==> config.mk <==
export PLATFORM = sky130hd
export DESIGN_NAME = alu_seq_ctrl
export DESIGN_NICKNAME = d
export VERILOG_FILES = /design/src/rtl/alu_seq_pkg.sv /design/src/rtl/alu_seq_mul_regs.sv /design/src/rtl/alu_seq_ctrl.sv
export SDC_FILE = /design/constraint.sdc
export NUM_CORES = 1
export LEC_CHECK = 0
export ABC_CLOCK_PERIOD_IN_PS = 3900
export CAP_MARGIN = 20
export CORE_AREA = 2 2 133 135
export DETAILED_ROUTE_END_ITERATION = 16
export DIE_AREA = 0 0 135 137
export PLACE_DENSITY = 0.95
export SYNTH_ARGS = -nofsm -noshare
export SYNTH_HDL_FRONTEND = slang
export SYNTH_SLANG_ARGS = --single-unit
==> constraint.sdc <==
create_clock -name clk -period 3.9 [get_ports clk]
set_input_delay 0.585 -clock clk [delete_from_list [all_inputs] [get_ports clk]]
set_output_delay 0.585 -clock clk [all_outputs]
set_load 0.03 [all_outputs]
==> src/rtl/alu_seq_pkg.sv <==
// Shared encodings for the sequenced ALU controller: FSM states, command and ALU op codes.
package alu_seq_pkg;

  typedef enum logic [1:0] {
    IDLE = 2'b00,
    EXEC = 2'b01,
    MUL  = 2'b10,
    DONE = 2'b11
  } state_e;

  localparam logic [3:0] CMD_MUL = 4'b1000;

  localparam logic [2:0] OP_AND = 3'b000;
  localparam logic [2:0] OP_OR  = 3'b001;
  localparam logic [2:0] OP_ADD = 3'b010;
  localparam logic [2:0] OP_SUB = 3'b110;
  localparam logic [2:0] OP_SLT = 3'b111;

  function automatic logic cmd_illegal(input logic [3:0] cmd);
    return cmd[3] && (cmd != CMD_MUL);
  endfunction

endpackage

==> src/rtl/alu_seq_mul_regs.sv <==
// Shift-and-add multiply state: accumulator, multiplicand, multiplier and iteration count.
module alu_seq_mul_regs #(
  parameter int WIDTH = 32
) (
  input  logic             clk,
  input  logic             rst,
  input  logic             load_i,
  input  logic             iter_i,
  input  logic [WIDTH-1:0] a_i,
  input  logic [WIDTH-1:0] b_i,
  input  logic [WIDTH-1:0] alu_z_i,
  output logic [WIDTH-1:0] acc_o,
  output logic [WIDTH-1:0] mcand_o,
  output logic [WIDTH-1:0] acc_nxt_o,
  output logic             last_o
);

  localparam int CW = $clog2(WIDTH);

  logic [WIDTH-1:0] acc_q, acc_d, mcand_q, mcand_d, mplier_q, mplier_d;
  logic [CW-1:0]    count_q, count_d;

  always_comb begin
    acc_d    = acc_q;
    mcand_d  = mcand_q;
    mplier_d = mplier_q;
    count_d  = count_q;
    if (load_i) begin
      acc_d    = '0;
      mcand_d  = a_i;
      mplier_d = b_i;
      count_d  = '0;
    end else if (iter_i) begin
      if (mplier_q[0]) acc_d = alu_z_i;
      mcand_d  = mcand_q << 1;
      mplier_d = mplier_q >> 1;
      count_d  = count_q + 1'b1;
    end
  end

  always_ff @(posedge clk) begin
    if (rst) begin
      acc_q    <= '0;
      mcand_q  <= '0;
      mplier_q <= '0;
      count_q  <= '0;
    end else begin
      acc_q    <= acc_d;
      mcand_q  <= mcand_d;
      mplier_q <= mplier_d;
      count_q  <= count_d;
    end
  end

  assign acc_o     = acc_q;
  assign mcand_o   = mcand_q;
  assign acc_nxt_o = acc_d;
  assign last_o    = (count_q == CW'(WIDTH - 1));

endmodule

==> src/rtl/alu_seq_ctrl.sv <==
// Command sequencer around an external yAlu: single ops in one EXEC cycle, MUL as 32 add/shift steps.
module alu_seq_ctrl
  import alu_seq_pkg::*;
#(
  parameter int WIDTH = 32
) (
  input  logic             clk,
  input  logic             rst,
  input  logic             req_valid,
  output logic             req_ready,
  input  logic [3:0]       req_cmd,
  input  logic [WIDTH-1:0] req_a,
  input  logic [WIDTH-1:0] req_b,
  output logic [WIDTH-1:0] alu_a,
  output logic [WIDTH-1:0] alu_b,
  output logic [2:0]       alu_op,
  input  logic [WIDTH-1:0] alu_z,
  input  logic             alu_zero,
  output logic             res_valid,
  input  logic             res_ready,
  output logic [WIDTH-1:0] res_z,
  output logic             res_zero,
  output logic             res_err,
  output logic             busy
);

  state_e           state_q, state_d;
  logic [3:0]       cmd_q, cmd_d;
  logic [WIDTH-1:0] a_q, a_d, b_q, b_d;
  logic [WIDTH-1:0] res_z_q, res_z_d;
  logic             res_zero_q, res_zero_d, res_err_q, res_err_d;
  logic             mul_load, mul_iter, mul_last;
  logic [WIDTH-1:0] acc, mcand, acc_nxt;

  alu_seq_mul_regs #(.WIDTH(WIDTH)) u_mul_regs (
    .clk      (clk),
    .rst      (rst),
    .load_i   (mul_load),
    .iter_i   (mul_iter),
    .a_i      (req_a),
    .b_i      (req_b),
    .alu_z_i  (alu_z),
    .acc_o    (acc),
    .mcand_o  (mcand),
    .acc_nxt_o(acc_nxt),
    .last_o   (mul_last)
  );

  always_ff @(posedge clk) begin
    if (rst) state_q <= IDLE;
    else     state_q <= state_d;
  end

  always_comb begin
    state_d    = state_q;
    cmd_d      = cmd_q;
    a_d        = a_q;
    b_d        = b_q;
    res_z_d    = res_z_q;
    res_zero_d = res_zero_q;
    res_err_d  = res_err_q;
    mul_load   = 1'b0;
    mul_iter   = 1'b0;
    req_ready  = 1'b0;
    res_valid  = 1'b0;
    alu_a      = '0;
    alu_b      = '0;
    alu_op     = OP_AND;
    unique case (state_q)
      IDLE: begin
        req_ready = 1'b1;
        if (req_valid) begin
          cmd_d = req_cmd;
          a_d   = req_a;
          b_d   = req_b;
          if (req_cmd == CMD_MUL) begin
            mul_load = 1'b1;
            state_d  = MUL;
          end else begin
            state_d  = EXEC;
          end
        end
      end
      EXEC: begin
        // Illegal commands never reach the ALU; they report a zero result with the error flag.
        if (cmd_illegal(cmd_q)) begin
          res_z_d    = '0;
          res_zero_d = 1'b1;
          res_err_d  = 1'b1;
        end else begin
          alu_a      = a_q;
          alu_b      = b_q;
          alu_op     = cmd_q[2:0];
          res_z_d    = alu_z;
          res_zero_d = alu_zero;
          res_err_d  = 1'b0;
        end
        state_d = DONE;
      end
      MUL: begin
        alu_a    = acc;
        alu_b    = mcand;
        alu_op   = OP_ADD;
        mul_iter = 1'b1;
        if (mul_last) begin
          res_z_d    = acc_nxt;
          res_zero_d = (acc_nxt == '0);
          res_err_d  = 1'b0;
          state_d    = DONE;
        end
      end
      DONE: begin
        res_valid = 1'b1;
        if (res_ready) state_d = IDLE;
      end
      default: state_d = IDLE;
    endcase
  end

  always_ff @(posedge clk) begin
    if (rst) begin
      cmd_q      <= '0;
      a_q        <= '0;
      b_q        <= '0;
      res_z_q    <= '0;
      res_zero_q <= 1'b0;
      res_err_q  <= 1'b0;
    end else begin
      cmd_q      <= cmd_d;
      a_q        <= a_d;
      b_q        <= b_d;
      res_z_q    <= res_z_d;
      res_zero_q <= res_zero_d;
      res_err_q  <= res_err_d;
    end
  end

  assign res_z    = res_z_q;
  assign res_zero = res_zero_q;
  assign res_err  = res_err_q;
  assign busy     = (state_q != IDLE);

endmodule

==> key figures, run 1 <==
Setup path
  • Capture point of the worst reg-to-reg path: res_zero
  • Reg2reg path depth: 8
  • Buffers and inverters on the worst path: 3
  • R2R Setup Slk: 0.67 ns
  • Critical Path Slowest Stage Cell: sky130_fd_sc_hd__clkdlybuf4s50_1
  • Critical path fanouts, max: 23
  • CP endpoint kind: output pin
  • CP Data Arrival Time: 3.12 ns
  • Critical setup path kind: register to output pin
  • Source of the critical timing path: state_q[0]
  • Data required time at the worst endpoint: 3.31 ns
  • CP delay by family, top: buffers and inverters
  • Worst stage delay on the critical path: 0.67 ns
  • Beginning of the worst register-to-register path: state_q[0]
  • Worst setup SP type: register
  • Chain of cells forming the critical path: inv_1, ha_1, and2_2, buf_4, a22o_1, clkdlybuf4s50_1

Yosys
  • Number of synthesis warnings: 0
  • Area share of the largest cell type after synthesis: 0.457
  • Largest area contributor in the synthesized netlist: sky130_fd_sc_hd__dfxtp_1
  • Most frequently used cell type in the post-synthesis netlist: sky130_fd_sc_hd__dfxtp_1
  • Mean area per synthesized cell: around 9 sq um
  • Synth top area cells: sky130_fd_sc_hd__dfxtp_1, sky130_fd_sc_hd__mux2i_1, sky130_fd_sc_hd__nand2_1
  • Number of flops mapped to enable cells by yosys: 0
  • Total nets after synthesis: 1123
  • Synth top cells by count: sky130_fd_sc_hd__dfxtp_1, sky130_fd_sc_hd__nand2_1, sky130_fd_sc_hd__nor2_1, sky130_fd_sc_hd__mux2i_1, sky130_fd_sc_hd__a21oi_1
  • Seq/Total Area, Yosys: 0.457
  • Syn Std Cell Area: 8990 sq um
  • Number of flip-flops and latches in the synthesized netlist: 205
  • Count of mapped cells out of synthesis: 1012
  • Number of library cell types mapped by synthesis: between 40 and 50
  • Share of flip-flops with an asynchronous set or reset: 0
  • Flip-flop cell with the highest count after synthesis: sky130_fd_sc_hd__dfxtp_1

Power
  • Pwr dens: 592 nW/um^2
  • Power spent charging and discharging nets: 2.48 mW
  • Internal Power: 4.57 mW
  • P_leak: 4.31 nW
  • Fraction of power consumed by the clock network: 0.301
  • Worst voltage drop across the vdd grid: 357 uV
  • Combinational power share: 0.339
  • Sw frac: 0.351
  • Proportion of power drawn by flip-flops and latches: 0.360
  • Power Total: 7.04 mW

Floorplanning
  • Width of the die: roughly 140 microns
  • Initial core utilization: 0.527
  • Die boundary height: 137 microns
  • Area inside the core boundary: 17100 sq um
  • Number of standard-cell rows in the floorplan: 48
  • I/O Pins: around 210
  • Full die area: around 18000 sq um

Timing
  • Post-route clock skew: 0.0226 ns
  • Number of failing setup endpoints in the final timing report: 0
  • Post-route fraction of the period consumed by the critical path: 0.950
  • Worst-margin pin slew: 0.994 ns
  • Final hold violations: 0
  • Slew Limit Fails: 0
  • Worst Hold Slack: around 0.45 ns
  • Highest Clock Rate: 270 MHz
  • Worst slew slack as a fraction of its limit: 0.337
  • Post-layout minimum cycle time: 3.70 ns
  • Total negative slack for setup checks: 0 ns
  • RSZ-0062 raised after global routing: false

Clocking
  • Clock sink total: between 200 and 250
  • Clock tree from TritonCTS: yes
  • Number of H-tree levels: 1
  • Clock transition at path regs: 0.06 ns
  • Post-CTS Setup Repair Bufs: 0
  • Cts hold-fix bufs: 0
  • Maximum clock insertion buffer count: 3
  • Clk Latency, worst-skew pair: around 0.50 ns
  • TritonCTS Buffers: 22
  • Quantity of gates resized following cts: 0
  • Buffer cell driving the clock tree root: sky130_fd_sc_hd__clkbuf_16

Final layout
  • Share of post-route cells with drive strength above 1: 0.0670
  • Post-synthesis to final-layout area growth: 32.5%
  • Area of the multi-input gates: 4510 sq um
  • Share of the core filled with cells in the final layout: 0.698
  • Final net count: between 1000 and 1500
  • Total area of sequential cells: 4100 sq um
  • Fill cell total of the finished layout: around 1300

GRT
  • Most used routing layer: met2
  • Met1 capacity usage during global routing: 0.375
  • Number of global-route vias before repair: 8011
  • Overall track demand over capacity in global routing: 0.291
  • Met2 Usage GRT: 0.475
  • Number of antenna violations at the first check in global routing: 1
  • Maximum number of pins on one net before global-route repair: 139
  • Wire length of the first global-routing pass: 43.0 mm
  • Total grt overflow: 0
  • Met3 Resource Use GR: 0.0600

Worst hold path
  • Terminating pin of the worst hold path: b_q[29]
  • Worst hold path stage count: 2
  • Kind of path behind the tightest hold check: register to register
  • Start point of the worst hold path: b_q[29]

Detailed routing
  • Violation count after the first detailed-route iteration: ~800
  • DRT Wirelength: 28.1 mm
  • DRC violation count after routing: 0
  • Final ANT Viol Nets: 0
  • DR vias: 8555
  • Average detailed-routed wire length per instance: 20.0 microns
  • Detailed-routing iteration count for the pre-antenna-repair pass: 8
  • Routed vias/inst: 6.09

Run
  • Number of max-cap violations: 0

Placement
  • Detail Placement HPWL: 19.1 mm
  • Gp weighted congestion: 0.864
  • Port-buffer cells: 208

Outcome
  • Result of the run: completed
==> registers in the layout, summed over array words and instances (netlist names) <==
| name | cells |
|---|---|
| a_q | 32 |
| res_zero | 1 |
| u_mul_regs.mcand_o | 32 |
| res_err | 1 |
| res_z | 32 |
| b_q | 32 |
| state_q | 2 |
| cmd_q | 4 |
| u_mul_regs.count_q | 5 |
| u_mul_regs.mplier_q | 32 |
| u_mul_regs.acc_o | 32 |
==> metal layers <==
| layer | vias to the layer above | wire length [microns] |
|---|---|---|
| met2 | 523 | 13000 |
| met5 | - | 0 |
| met1 | 4003 | 11300 |
| met4 | 0 | 1140 |
| li1 | 3935 | - |
| met3 | 94 | 2740 |
==> power groups by stage <==
| stage | sequential [mW] | clock, mW | combinational [mW] |
|---|---|---|---|
| 6_report | 2.54 | 2.12 | 2.39 |
| 5_1_grt | 2.56 | 2.23 | 2.54 |
| 4_1_cts | 2.53 | 2.14 | 2.36 |
| 3_5_place_dp | 2.57 | 0 | 2.34 |
| 3_3_place_gp | 2.56 | 0 | 2.29 |
| 2_1_floorplan | 2.67 | 0 | 1.47 |
==> worst max path at each step <==
stage	cells after the start	endpoint	slack, ns
detailed placement	6	alu_a[18]	0.66
global route	6	alu_a[22]	0.07
global placement	6	alu_b[31]	0.80
floorplan	7	alu_b[17]	1.49
finish	6	alu_a[22]	0.20
CTS	6	alu_a[22]	0.09
==> worst register-to-register path, delay by kind of cell, from the launching register on <==
kind            cells  cell delay, ns
buf+inv             2            0.58
simple gates        3            1.69
flops               1            0.36
fa+ha+maj           1            0.16
compound gates      2            0.38
==> logic make-up after synthesis <==
family	share of synthesized area
adders and majority gates	0.00835
DFF	0.457
xor gates and xnor gates	0.00292
buffers and inverters	0.0450
AOI/OAI and AO/OA	0.204
muxes	0.112
and+or+nand+nor	0.171
==> metrics by stage <==
stage          worst slack, ns  area [sq um]  std cells
2_1_floorplan             1.49          8990       1012
3_3_place_gp             0.798         11200       1365
3_5_place_dp             0.659         11200       1365
4_1_cts                 0.0932         11900       1404
5_1_grt                 0.0680         11900       1404
6_report                 0.196         11900       1405
==> area by class of cell <==
type | count | area share
multi-input cells | 708 | 0.379
flip-flops and latches | 205 | 0.345
repair buffers | 222 | 0.188
clock buffers | 33 | 0.0574
well taps | 225 | 0.0236
clock inverters | 6 | 0.00515
inverters | 5 | 0.00158
diodes | 1 | 0.000210
==> layout by cell type (no fill, tap or decap), types with 6 or more instances in the layout <==
master	count
sky130_fd_sc_hd__mux2_1	6
sky130_fd_sc_hd__clkbuf_8	7
sky130_fd_sc_hd__a21oi_1	74
sky130_fd_sc_hd__nor2b_1	55
sky130_fd_sc_hd__nor2_1	106
sky130_fd_sc_hd__nor4_1	8
sky130_fd_sc_hd__nand2_1	140
sky130_fd_sc_hd__dfxtp_1	205
sky130_fd_sc_hd__o22ai_1	14
sky130_fd_sc_hd__nor3_1	6
sky130_fd_sc_hd__a222oi_1	19
sky130_fd_sc_hd__clkdlybuf4s50_1	205
sky130_fd_sc_hd__buf_4	12
sky130_fd_sc_hd__a22o_1	33
sky130_fd_sc_hd__mux2_2	14
sky130_fd_sc_hd__mux2i_1	78
sky130_fd_sc_hd__a211oi_1	67
sky130_fd_sc_hd__clkbuf_16	23
sky130_fd_sc_hd__a22oi_1	44
Note: power is estimated with default switching activity, not from simulation.
==> run 2, diff against run 1 <==
ABC_CLOCK_PERIOD_IN_PS = 3100   (was 3900)
CORE_AREA = 2 2 145 147   (was 2 2 133 135)
DIE_AREA = 0 0 147 149   (was 0 0 135 137)
PLACE_DENSITY = 0.86   (was 0.95)
TNS_END_PERCENT = 50   (was not set)
clock period = 3.1 ns   (was 3.9 ns; I/O delays follow)
==> run 2 against run 1 <==
  * Via count is 2.0% lower
  * Combinational power up 32%
  * Clock power up 18%
  * Non-clock buffer count is 12 higher
  * Worst setup slack worse by 0.11 ns
  * Clock-buffer cell count fell by 5
  * Final area is 1.0% higher
  * Register-to-register slack lost 0.26 ns
  * First-iteration DRC count shrank 15%
  * Core utilization fell by 11 points
==> key figures, run 2 (synthesis gave the netlist of run 1 again) <==
Outcome
  • Result of the run: completed

Final layout
  • Total inserted antenna cells: 0
  • Fill cell total of the finished layout: 1758
  • Most frequent cells in the layout: sky130_fd_sc_hd__dfxtp_1, sky130_fd_sc_hd__clkdlybuf4s50_1, sky130_fd_sc_hd__nand2_1
  • Share of post-route cells with drive strength above 1: 0.104
  • Final net count: between 1000 and 1500
  • Post-synthesis to final-layout area growth: 33.8%
  • Most common cell after layout, fill and taps aside: sky130_fd_sc_hd__dfxtp_1

Clocking
  • Cts hold-fix bufs: 0
  • Maximum clock insertion buffer count: 3
  • Buffer cell driving the clock tree root: sky130_fd_sc_hd__clkbuf_16
  • Number of H-tree levels: 1
  • Clock transition at path regs: 0.06 ns
  • Clock sink total: 205
  • Clock tree from TritonCTS: yes
  • TritonCTS Buffers: 21
  • Clk Latency, worst-skew pair: 0.50 ns

Floorplanning
  • Number of standard-cell rows in the floorplan: 53
  • I/O Pins: 209
  • Full die area: 21900 sq um
  • Width of the die: 147 microns
  • Initial core utilization: 0.437
  • Area inside the core boundary: 20600 sq um
  • Die boundary height: around 150 microns

Setup path
  • Chain of cells forming the critical path: inv_1, ha_4, a21oi_1, nor2b_1, clkdlybuf4s50_1
  • Beginning of the worst register-to-register path: state_q[0]
  • R2R Setup Slk: 0.41 ns
  • Critical Path Slowest Stage Cell: sky130_fd_sc_hd__clkdlybuf4s50_1
  • Data required time at the worst endpoint: 2.63 ns
  • Critical path fanouts, max: 47
  • CP Data Arrival Time: between 2 and 3 ns
  • Capture point of the worst reg-to-reg path: res_z[15]
  • CP delay by family, top: buffers and inverters
  • CP endpoint kind: output pin
  • Buffers and inverters on the worst path: 2
  • Worst stage delay on the critical path: 0.69 ns
  • Reg2reg path depth: 7
  • Worst setup SP type: register
  • Critical setup path kind: register to output pin

GRT
  • Total grt overflow: 0
  • Number of antenna violations at the first check in global routing: 2
  • Number of global-route vias before repair: 8052
  • Overall track demand over capacity in global routing: 0.249
  • Wire length of the first global-routing pass: 44.1 mm
  • Maximum number of pins on one net before global-route repair: 72

Run
  • Number of max-cap violations: 0

Detailed routing
  • Final ANT Viol Nets: 0
  • Violation count after the first detailed-route iteration: 692
  • DRT Wirelength: 28.3 mm
  • DR vias: 8382
  • Detailed-routing iteration count for the pre-antenna-repair pass: 8
  • Routed vias/inst: 5.72
  • DRC violation count after routing: 0
  • Average detailed-routed wire length per instance: 19.3 microns

Worst hold path
  • Terminating pin of the worst hold path: state_q[0]
  • Start point of the worst hold path: rst
  • Kind of path behind the tightest hold check: input pin to register
  • Worst hold path stage count: 2

Power
  • Pwr dens: 734 nW/um^2
  • Worst voltage drop across the vdd grid: 382 uV
  • P_leak: about 4.7 nW

Timing
  • Slew Limit Fails: 0
  • Final hold violations: 0
  • Post-route clock skew: about 0.009 ns
  • Worst-margin pin slew: 0.714 ns
  • Worst slew slack as a fraction of its limit: 0.522
  • Total negative slack for setup checks: 0 ns
  • Post-layout minimum cycle time: 3.01 ns
  • Number of failing setup endpoints in the final timing report: 0
  • Post-route fraction of the period consumed by the critical path: 0.972
  • Highest Clock Rate: 332 MHz
  • Worst Hold Slack: 0.412 ns

Placement
  • Detail Placement HPWL: 19.8 mm
  • Gp weighted congestion: 0.881
  • Port-buffer cells: 208
run 2: stage by stage:
step           instances  power, mW  setup slack [ns]  utilization  area, sq um
6_report            1465       8.83            0.0854        0.585        12000
5_1_grt             1465       9.23          -0.00949        0.585        12000
3_5_place_dp        1427       6.31             0.396        0.551        11300
4_1_cts             1465       8.79           0.00217        0.583        12000
3_3_place_gp        1427       6.22             0.425        0.551        11300
2_1_floorplan       1012       5.20             0.806            -         8990
run 2: routing by layer:
| layer | track usage | vias up | wire length [microns] |
|---|---|---|---|
| li1 | - | 3951 | - |
| met1 | 0.340 | 3957 | 12300 |
| met2 | 0.397 | 406 | 12800 |
| met3 | 0.0498 | 64 | 2320 |
| met4 | 0.0822 | 4 | 936 |
| met5 | 0 | - | 25 |
run 2: what timing repair did:
action                                  in CTS  in global routing
gates cloned                                 0                  0
setup buffers                                0                  0
pin swaps                                    0                  0
gates resized for setup                     22                 13
endpoints found under the setup margin      59                 39
run 2: worst max path at each step:
stage                     startpoint         to  depth (start not counted)  slack [ns]
after floorplan           state_q[0]  alu_b[17]                          7        0.81
after global placement      cmd_q[0]  alu_b[20]                          6        0.43
after detailed placement  state_q[1]   alu_a[0]                          7        0.40
after CTS                   cmd_q[0]  alu_b[16]                          6       0.002
after global routing      state_q[1]  alu_a[30]                          8      -0.009
final                     state_q[0]  alu_op[1]                          5        0.09
run 2: power breakdown:
group | switching [mW] | internal [mW]
combinational | 1.88 | 1.28
clock | 1.07 | 1.43
sequential | 0.212 | 2.96
total | 3.16 | 5.67
run 2: area by class of cell:
cell class	instances	area, sq um	share of cell area
multi-input cells	708	4520	0.376
flip-flops and latches	205	4100	0.341
repair buffers	234	2360	0.196
clock buffers	28	592	0.0492
well taps	275	344	0.0286
clock inverters	10	85.1	0.00707
inverters	5	18.8	0.00156
